<file path="src/rtl/ipml_stream_unpack_v1_0.sv">
// Splits FIFO words into RATIO narrow slices (lowest first) on a valid/ready stream.
// Optional saturating underrun counter: define IPML_UNPACK_UNDERRUN_CNT_EN.
module ipml_stream_unpack_v1_0 #(
  parameter  int IN_W  = 32,
  parameter  int OUT_W = 8,
  localparam int RATIO = IN_W / OUT_W,
  localparam int IDX_W = (RATIO > 1) ? $clog2(RATIO) : 1
) (
  input  logic             clk,
  input  logic             rst_n,
  input  logic [IN_W-1:0]  in_data,
  input  logic             in_vld,
  output logic             in_en,
  output logic [OUT_W-1:0] out_data,
  output logic             out_vld,
  input  logic             out_rdy,
  output logic             out_last,
  input  logic             flush
`ifdef IPML_UNPACK_UNDERRUN_CNT_EN
  ,
  output logic [15:0]      underrun_cnt,
  input  logic             cnt_clr
`endif
);

  typedef enum logic {EMPTY = 1'b0, ACTIVE = 1'b1} state_e;

  localparam logic [IDX_W-1:0] LAST_IDX = IDX_W'(RATIO - 1);

  state_e           state_q, state_d;
  logic [IN_W-1:0]  hold_data_q, hold_data_d;
  logic [IDX_W-1:0] idx_q, idx_d;

  logic hold_vld, is_last, xfer, end_w, pop;

  assign hold_vld = (state_q == ACTIVE);
  assign is_last  = (idx_q == LAST_IDX);
  assign out_vld  = hold_vld & ~flush;
  assign out_last = hold_vld & is_last;
  assign xfer     = out_vld & out_rdy;
  assign end_w    = xfer & is_last;
  // Reload on the same edge as the last beat so words stream without a bubble.
  assign in_en    = ~flush & (~hold_vld | end_w);
  assign pop      = in_vld & in_en;

  generate
    if (RATIO == 1) begin : g_r1
      assign out_data = hold_data_q;
    end else begin : g_rn
      logic [RATIO-1:0][OUT_W-1:0] slices;
      assign slices   = hold_data_q;
      assign out_data = slices[idx_q];
    end
  endgenerate

  always_comb begin
    state_d     = state_q;
    hold_data_d = hold_data_q;
    idx_d       = idx_q;
    if (flush) begin
      state_d = EMPTY;
      idx_d   = '0;
    end else if (pop) begin
      state_d     = ACTIVE;
      hold_data_d = in_data;
      idx_d       = '0;
    end else if (end_w) begin
      state_d = EMPTY;
      idx_d   = '0;
    end else if (xfer) begin
      // end_w catches the last slice, so this never steps past LAST_IDX.
      idx_d = idx_q + 1'b1;
    end
  end

  always_ff @(posedge clk or negedge rst_n) begin
    if (!rst_n) begin
      state_q     <= EMPTY;
      hold_data_q <= '0;
      idx_q       <= '0;
    end else begin
      state_q     <= state_d;
      hold_data_q <= hold_data_d;
      idx_q       <= idx_d;
    end
  end

`ifdef IPML_UNPACK_UNDERRUN_CNT_EN
  logic [15:0] ucnt_q, ucnt_d;

  always_comb begin
    ucnt_d = ucnt_q;
    if (cnt_clr) begin
      ucnt_d = '0;
    end else if (out_rdy & ~out_vld & ~flush & (ucnt_q != 16'hFFFF)) begin
      ucnt_d = ucnt_q + 16'd1;
    end
  end

  always_ff @(posedge clk or negedge rst_n) begin
    if (!rst_n) begin
      ucnt_q <= '0;
    end else begin
      ucnt_q <= ucnt_d;
    end
  end

  assign underrun_cnt = ucnt_q;
`endif

endmodule

</file>
<file path="config.mk">
export PLATFORM = sky130hd
export DESIGN_NAME = ipml_stream_unpack_v1_0
export DESIGN_NICKNAME = d
export VERILOG_FILES = /design/src/rtl/ipml_stream_unpack_v1_0.sv
export SDC_FILE = /design/constraint.sdc
export NUM_CORES = 1
export LEC_CHECK = 0
export BUFFER_PORTS_ARGS = -buffer_cell sky130_fd_sc_hd__buf_2
export CAP_MARGIN = 25
export CORE_ASPECT_RATIO = 1.4
export CORE_MARGIN = 5
export CORE_UTILIZATION = 54
export CTS_CLUSTER_SIZE = 16
export DETAILED_ROUTE_END_ITERATION = 8
export GPL_TIMING_DRIVEN = 0
export PLACE_DENSITY = 0.8
export SYNTH_ARGS = -nofsm -noshare
export SYNTH_HDL_FRONTEND = slang
export SYNTH_SLANG_ARGS = --single-unit
</file>
<file path="constraint.sdc">
create_clock -name clk -period 2.8 [get_ports clk]
set_input_delay 0.14 -clock clk [delete_from_list [all_inputs] [get_ports clk]]
set_output_delay 0.14 -clock clk [all_outputs]
set_load 0.02 [all_outputs]
</file>
### Word-level counts from Yosys, hierarchy flattened

Index checks and enable logic that the tools add are counted.
Widths: inputs -> output; s select.

* $add $sub $neg: 1
* multiply operators: 0
* div/mod/pow operators: 0
* $lt $le $gt $ge: 1
* equality and inequality tests: 1
* shifts and indexed selects: 0
* multiplexer cells: 9
* bitwise gates (word level): 9
* reduce and logical (&&, ||, !) cells: 3

Operators by type and width (number)
* $bmux 8 s2: 1
* $mux 2: 4
* $mux 8: 1
* $and 1x1->1: 6
* $reduce_bool 4->1: 1
* $lt 2x3->1 const B: 1
* $mux 1: 3
* $reduce_bool 3->1: 1
* $add 2x1->2 const B: 1
* $eq 2x2->1 const B: 1
* $not 1->1: 2
* $reduce_and 2->1: 1
* $or 1x1->1: 1

* flip-flop bits (word level): 35
* latch bits: 0
* RAM bits: 0
* memory bits (read-only): 0
* input port bits: 37
* output and inout bits: 11
* word-level logic and storage cells: 27
* memories kept: 0

### Logic depth before layout (Yosys ltp)

Gate-level depths: netlist of the first run.

* word-level depth: 9
* mapped depth: 5
* gate-level depth less buffers: 4

### Least setup slack after synthesis of the first run

No wires, ideal clock.

* path type: register to register
* start point: reg idx_q[0]
* end point: reg hold_data_q[0] (netlist: g_rn.slices[0])
* library setup time: 0.125 ns
* data arrival time: 1.411 ns
* data required time: 2.675 ns
* slack: 1.264 ns
* stages on the path, launching flop included: 6
* buffers on the path: 1
* clock period less this slack: 1.536 ns
* cell sequence: dfrtp_1 > ha_1 > a21boi_4 > nor3b_4 > buf_6 > mux2_2

* cells in the longest elaborated chain, start to end: 6

Ends and longest elaborated chain
* from (decl): RTL line 32 `logic [IDX_W-1:0] idx_q, idx_d;`
* from (signal assigned): RTL line 84 `idx_q <= idx_d;`
* $eq 2x2->1: RTL line 37 `assign is_last = (idx_q == LAST_IDX);`
* $and 1x1->1: RTL line 41 `assign end_w = xfer & is_last;`
* $or 1x1->1: RTL line 43 `assign in_en = ~flush & (~hold_vld | end_w);`
* $and 1x1->1: RTL line 43
* $and 1x1->1: RTL line 44 `assign pop = in_vld & in_en;`
* $reduce_and 2->1 (no line)
* to (signal assigned): RTL line 83 `hold_data_q <= hold_data_d;`
* to (decl): RTL line 31 `logic [IN_W-1:0] hold_data_q, hold_data_d;`

Every way passes these cells.
A chain may end at the register's enable or synchronous reset.

### Worst setup path in the final report of the first run

* start point: reg idx_q[0]
* end point: out out_data[7]

* cells in the longest elaborated chain, start to end: 2

Ends and longest elaborated chain
* $bmux 8 s2: RTL line 52 `assign out_data = slices[idx_q];`
* $mux 8 (not written as such): RTL line 52
* to (decl): RTL line 14 `output logic [OUT_W-1:0] out_data,`

Every way passes these cells. The select of a mux whose other input is x is not followed.

==> results.json, run 1 <==
{
  "fin_crit_sh": 0.6477,
  "reg2reg_slack_ps": 1080,
  "max_freq_ghz": 0.5514,
  "leakage_nw": 0.9013,
  "postSynthAreaPerCell_sq_um": 16.46,
  "initial_core_util": 0.5547,
  "critPathKind": "flip-flop to primary output",
  "synth_ff_type": "dfrtp_1",
  "hp-class": "input pin to flip-flop",
  "synth_nets": 134,
  "dieArea_sq_mm": 0.004124,
  "slew_violations": 0,
  "design_area_sq_mm": 0.001972,
  "setup_violations": 0,
  "area_growth_syn_to_layout_pct": 24.78,
  "dpl-instance-area_sq_mm": 0.001862,
  "yosysMostFrequentCell": "dfrtp_1",
  "synth_top_area_share": 0.5542,
  "max_cap_viol_count": 0,
  "final_antenna_net_count": 0,
  "status": "finished clean",
  "diodes": 0,
  "rows": 23,
  "worstMarginPinSlew_ps": 765.4,
  "die_h_microns": 74.01,
  "slowest_delay_ps": 550,
  "drt-initial-drc-count": 12,
  "path_max_fanout": 10,
  "ioPinCount": 48,
  "firstDrtPassIters": 2,
  "drive_gt1_frac": 0.6579,
  "ys_seq_area_frac": 0.5542,
  "yosys_warnings": 0,
  "synthArstFlopShare": 1.000,
  "fin_util": 0.6921,
  "finalSetupTns_ps": 0,
  "post-cts-setup-buffer-count": 0,
  "hold_violations": 0,
  "tritoncts": "yes",
  "clock_latency_ps": 280,
  "syn_inst": 96,
  "netlist_top_cells_area": "dfrtp_1 (55%), mux2_2 (23%), mux4_2 (11%), buf_6 (2.1%), a21boi_4 (1.2%)",
  "nFillCells": 222,
  "overflow": 0,
  "pre_cts_slack_ps": 1073,
  "portBuffers": 47,
  "wl_per_cell_microns": 16.98,
  "drt-total-wl_mm": 3.209,
  "multiInputGateArea_sq_um": 661.9,
  "synth_edf_count": 0,
  "gp_congestion": 0.7880,
  "slew_headroom": 0.4898,
  "antenna_found_initial": 0,
  "yosys.area.top_type": "dfrtp_1",
  "root_buffer": "clkbuf_8",
  "arrival_ps": 1670,
  "ir_drop_v": 0.0004854,
  "ys_ff_latch": 35,
  "power_density_mw_per_mm2": 659.9,
  "grt_max_degree": 36,
  "cp.buffers_inverters": 2,
  "synth_cell_type_count": 19,
  "cts_buffers": 5,
  "path_delay_family": "multiplexers",
  "num_vias": 994,
  "clk_path_buf_depth": 2,
  "rsz0062_at_grt": "no",
  "h-tree-depth": 2,
  "grt_usage": 0.1815,
  "crit_path_top_delay_cell": "mux4_2",
  "finalClockSkew_ps": 4.883,
  "clkTransAtPathRegs_ps": 70,
  "path_cells": "buf_2 -> mux4_2 -> buf_2",
  "drc_errors": 0,
  "die_w_microns": 55.72,
  "detail_route.vias_per_cell": 5.259,
  "cts_resized": 0,
  "cts.sinks": 35,
  "grt_pass1_vias": 1218,
  "seq_area_sq_um": 875.8,
  "worst_slack_ps": 986.6,
  "hpwlAfterDp_mm": 2.387,
  "worstSetupStartpointType": "flip-flop",
  "num-nets-final": 189,
  "crit_top_cell": "buf_2",
  "synthTopCellsByCount": "dfrtp_1 (35), mux2_2 (32), mux4_2 (8), buf_6 (3), nor2_1 (3)",
  "critPathRequiredTime_ps": 2660,
  "core_area_sq_mm": 0.002849,
  "cp-end-kind": "primary output",
  "grt_first_pass_wirelength_mm": 5.492,
  "syn_area_sq_mm": 0.001580,
  "fin_crit_ps": 1813
}
## through the flow
step | total power [mW] | hold slack, ps | std cells
final | 1.301 | 82.14 | 189
after global routing | 1.377 | 68.94 | 189
after CTS | 1.323 | 72.12 | 189
after detailed placement | 0.9219 | 256.8 | 180
after global placement | 0.9010 | 238.1 | 180
after floorplan | 0.8226 | -155.6 | 96
## state kept, by name (all words and copies together) (netlist names)
signal       count
g_rn.slices     32
hold_vld         1
idx_q            2
## power by group
| part | total (mW) | switching [mW] | internal [mW] |
|---|---|---|---|
| clock network | 0.392 | 0.168 | 0.224 |
| logic | 0.267 | 0.113 | 0.154 |
| registers | 0.642 | 0.0454 | 0.597 |
| total | 1.30 | 0.326 | 0.975 |
## cell type report
cell class / instances / share of cell area
plain buffers: 5 / 0.02157
clock buffers: 8 / 0.05076
multi-input cells: 56 / 0.3357
flip-flops and latches: 35 / 0.4442
well taps: 37 / 0.02348
repair buffers: 48 / 0.1244
## layer usage
metal	GRT usage	up-vias	wire [microns]
met5	0	-	0
met4	0.09730	0	95
met3	0.07465	11	223
met2	0.3171	33	1697
met1	0.1871	487	1192
li1	-	463	-
## placed cells by master (no fill, tap or decap)
| cell | n |
|---|---|
| clkbuf_1 | 2 |
| nand3_1 | 1 |
| nor3b_4 | 1 |
| a21oi_1 | 1 |
| nor2b_1 | 2 |
| nand2b_1 | 1 |
| buf_6 | 3 |
| nand2_1 | 1 |
| a21boi_4 | 1 |
| ha_1 | 1 |
| and2_1 | 1 |
| dlygate4sd3_1 | 1 |
| nor3_1 | 1 |
| buf_2 | 48 |
| dfrtp_1 | 35 |
| clkbuf_8 | 7 |
| mux2i_1 | 1 |
| mux4_2 | 8 |
| or3_1 | 1 |
| mux2_2 | 32 |
| nor2_1 | 3 |
## worst paths after layout
kind / cells after the start / startpoint / endpoint
setup / recovery: 3 / idx_q[0]$_DFFE_PN0P_ / out_data[7]
hold / removal: 2 / in_data[13] / g_rn.slices[13]$_DFFE_PN0P_
setup reg to reg: 5 / idx_q[0]$_DFFE_PN0P_ / g_rn.slices[26]$_DFFE_PN0P_
hold reg to reg: 1 / g_rn.slices[18]$_DFFE_PN0P_ / g_rn.slices[18]$_DFFE_PN0P_
max in group asynchronous: 2 / rst_n / g_rn.slices[19]$_DFFE_PN0P_
min in group asynchronous: 2 / rst_n / g_rn.slices[16]$_DFFE_PN0P_
## repair_timing
action                                  in CTS  in global routing
hold endpoints to repair                    35                  0
endpoints found under the setup margin       0                  0
hold buffers                                 1                  0
## cells by family (layout without fill, tap and decap cells)
kind of cell / Yosys count / in the layout / share of synthesized area
mux: 41 / 41 / 0.3484
flops: 35 / 35 / 0.5542
simple gates: 12 / 12 / 0.04750
buf+inv: 5 / 61 / 0.02691
compound gates: 2 / 2 / 0.01504
fa+ha+maj: 1 / 1 / 0.007916
(Power assumes the default switching activity.)
==> inputs of run 2 (changes only) <==
--- a/config.mk
+++ b/config.mk
@@ -5,15 +5,16 @@
 export SDC_FILE = /design/constraint.sdc
 export NUM_CORES = 1
 export LEC_CHECK = 0
+export ABC_AREA = 1
 export BUFFER_PORTS_ARGS = -buffer_cell sky130_fd_sc_hd__buf_2
 export CAP_MARGIN = 25
 export CORE_ASPECT_RATIO = 1.4
 export CORE_MARGIN = 5
-export CORE_UTILIZATION = 54
+export CORE_UTILIZATION = 51
 export CTS_CLUSTER_SIZE = 16
 export DETAILED_ROUTE_END_ITERATION = 8
 export GPL_TIMING_DRIVEN = 0
-export PLACE_DENSITY = 0.8
+export PLACE_DENSITY = 0.75
 export SYNTH_ARGS = -nofsm -noshare
 export SYNTH_HDL_FRONTEND = slang
 export SYNTH_SLANG_ARGS = --single-unit
==> constraint.sdc (replaced) <==
create_clock -name clk -period 1.8 [get_ports clk]
set_input_delay 0.09 -clock clk [delete_from_list [all_inputs] [get_ports clk]]
set_output_delay 0.09 -clock clk [all_outputs]
set_load 0.02 [all_outputs]
==> run 2 against run 1 <==
Against the previous run: clock skew grew 1.0 ps; total power increased by 71%; highest routed layer unchanged; hold slack got worse by 59 ps; sequential power increased by 52%; clock power rose by 120%; non-clock buffer count grew 8; critical path type unchanged; routed wire length is 32% higher; clock-buffer cell count fell by 3; largest cell class unchanged; global-route usage up 2.3 points; critical endpoint is now in_en; core utilization is 1.6 points lower; combinational power up 51%.
==> results.json, run 2 <==
{
  "status": "finished clean",
  "ioPinCount": 48,
  "power.total_mw": 2.223,
  "hp-class": "input pin to flip-flop",
  "arrival_ps": 1640,
  "yosys_warnings": 0,
  "critPathKind": "flip-flop to primary output",
  "wl_per_cell_microns": 13.92,
  "synth_top_area_share": 0.5170,
  "clockPowerShare": 0.381,
  "cts_buffers": 5,
  "max_cap_viol_count": 0,
  "largest_reg_flops": 32,
  "path_cells": "ha_1 -> nand4_2 -> a21oi_4 -> buf_6 -> buf_2",
  "cp-end-kind": "primary output",
  "slew_violations": 0,
  "seq_power_share": 0.438,
  "synthTopCellsByCount": "nand2_1 (70), dfrtp_1 (35), nand3_1 (35), nor2_1 (20), o21ai_0 (16)",
  "h-tree-depth": 2,
  "detail_route.vias_per_cell": 5.220,
  "design_area_sq_mm": 0.002132,
  "ys_seq_area_frac": 0.5170,
  "power_density_mw_per_mm2": 1043,
  "final_cell_mix": "nand2_1 (70), buf_2 (50), nand3_1 (35), dfrtp_1 (35), nor2_1 (20)",
  "ys_ff_latch": 35,
  "netlist_top_cells_area": "dfrtp_1 (52%), nand2_1 (16%), nand3_1 (10%), o21ai_0 (4.7%), nor2_1 (4.4%)",
  "overflow": 0,
  "hold_ws_ps": 22.85,
  "synth_nets": 249,
  "cp.buffers_inverters": 2,
  "yosysMostFrequentCell": "nand2_1",
  "worstMarginPinSlew_ps": 777.4,
  "synth_ff_type": "dfrtp_1",
  "fin_crit_ps": 1729,
  "gp_congestion": 0.7671,
  "ir_drop_v": 0.0007692,
  "hold_violations": 0,
  "multiInputGateArea_sq_um": 699.4,
  "num-nets-final": 303,
  "synthArstFlopShare": 1.000,
  "finalSetupTns_ps": 0,
  "pre_cts_slack_ps": 277.7,
  "layout.cells.most_common": "nand2_1",
  "antenna_found_initial": 0,
  "cts.sinks": 35,
  "portBuffers": 46,
  "grt_pass1_vias": 1633,
  "post-cts-setup-buffer-count": 0,
  "grt_max_degree": 36,
  "crit_path_top_delay_cell": "dfrtp_1",
  "setup_violations": 0,
  "synth_cell_type_count": 18,
  "nFillCells": 285,
  "initial_core_util": 0.5373,
  "drt-initial-drc-count": 43,
  "drt-total-wl_mm": 4.247,
  "finalNonFillerCells": 305,
  "clock_latency_ps": 290,
  "seq_area_sq_um": 875.8,
  "core_area_sq_mm": 0.003153,
  "rows": 24,
  "num_vias": 1592,
  "final_antenna_net_count": 0,
  "clkTransAtPathRegs_ps": 80,
  "critPathRequiredTime_ps": 1710,
  "drive_gt1_frac": 0.2707,
  "worstSetupStartpointType": "flip-flop",
  "yosys.area.top_type": "dfrtp_1",
  "dieArea_sq_mm": 0.004591,
  "root_buffer": "clkbuf_8",
  "internal_power_mw": 1.617,
  "dpl-instance-area_sq_mm": 0.001973,
  "leakage_nw": 1.182,
  "drc_errors": 0,
  "die_w_microns": 58.71,
  "die_h_microns": 78.20,
  "rsz0062_at_grt": "no",
  "area_growth_syn_to_layout_pct": 25.85,
  "diodes": 0,
  "grt_first_pass_wirelength_mm": 7.272,
  "syn_inst": 211,
  "fin_crit_sh": 0.9605,
  "path_max_fanout": 10,
  "net-switching-power_mw": 0.6062,
  "tritoncts": "yes",
  "postSynthAreaPerCell_sq_um": 8.029,
  "slew_headroom": 0.4818,
  "path_delay_family": "flip-flops",
  "finalClockSkew_ps": 5.902,
  "hpwlAfterDp_mm": 3.051,
  "slowest_delay_ps": 350,
  "clk_path_buf_depth": 2,
  "fin_util": 0.6762,
  "place_inst": 296,
  "grt_usage": 0.2046,
  "synth_edf_count": 0,
  "max_freq_ghz": 0.5784,
  "firstDrtPassIters": 4,
  "comb_power_share": 0.181,
  "worst_slack_ps": 71.12,
  "syn_area_sq_mm": 0.001694,
  "swShare": 0.2726
}
-- run 2: metal layers --
metal,GRT usage,vias to the layer above,part of all wire
met4,0.08163,0,0.022
li1,-,798,-
met1,0.2413,750,0.41
met2,0.3456,37,0.51
met5,0,-,0
met3,0.05747,7,0.053
-- run 2: final timing paths --
check | startpoint | endpoint | slack, ps | depth (start not counted)
worst max-delay path | idx_q[1]$_DFFE_PN0P_ | in_en | 70 | 5
worst min-delay path | in_data[5] | g_rn.slices[5]$_DFFE_PN0P_ | 20 | 3
worst max register to register | idx_q[1]$_DFFE_PN0P_ | g_rn.slices[17]$_DFFE_PN0P_ | 280 | 7
worst min register to register | g_rn.slices[29]$_DFFE_PN0P_ | g_rn.slices[29]$_DFFE_PN0P_ | 480 | 2
max in group asynchronous | rst_n | g_rn.slices[24]$_DFFE_PN0P_ | 890 | 2
min in group asynchronous | rst_n | g_rn.slices[6]$_DFFE_PN0P_ | 410 | 2
-- run 2: repair_timing --
item                                    in CTS  in global routing
gates resized for setup                      2                  4
gates cloned                                 0                  0
hold endpoints to repair                    35                  0
endpoints found under the setup margin       5                  8
hold buffers                                 1                  0
-- run 2: logic make-up after synthesis --
| logic type | count (synthesis) | synth area share |
|---|---|---|
| adder cells (fa/ha/maj) | 1 | 0.007384 |
| AND/OR/NAND/NOR | 127 | 0.3161 |
| flip-flops | 35 | 0.5170 |
| AO/OA/AOI/OAI | 26 | 0.08493 |
| buffers and inverters | 22 | 0.07459 |
-- run 2: area by class of cell --
cell class | count | share of cell area
flip-flops and latches | 35 | 0.4108
multi-input cells | 154 | 0.3281
repair buffers | 47 | 0.1127
plain buffers | 14 | 0.04754
clock buffers | 5 | 0.03228
clock inverters | 3 | 0.03169
well taps | 39 | 0.02289
inverters | 8 | 0.01408
-- run 2: power groups by stage --
stage | Clock (mW) | Sequential, mW | Combinational [mW]
after CTS | 0.856 | 0.972 | 0.406
after global placement | 0 | 0.982 | 0.390
after global routing | 0.901 | 0.984 | 0.456
after detailed placement | 0 | 0.983 | 0.401
final | 0.847 | 0.973 | 0.403
after floorplan | 0 | 0.964 | 0.262
-- run 2: worst min-delay path, delay by kind of cell --
family | cells | cell delay [ps]
AND/OR/NAND/NOR | 2 | 110
buffers and inverters | 1 | 70
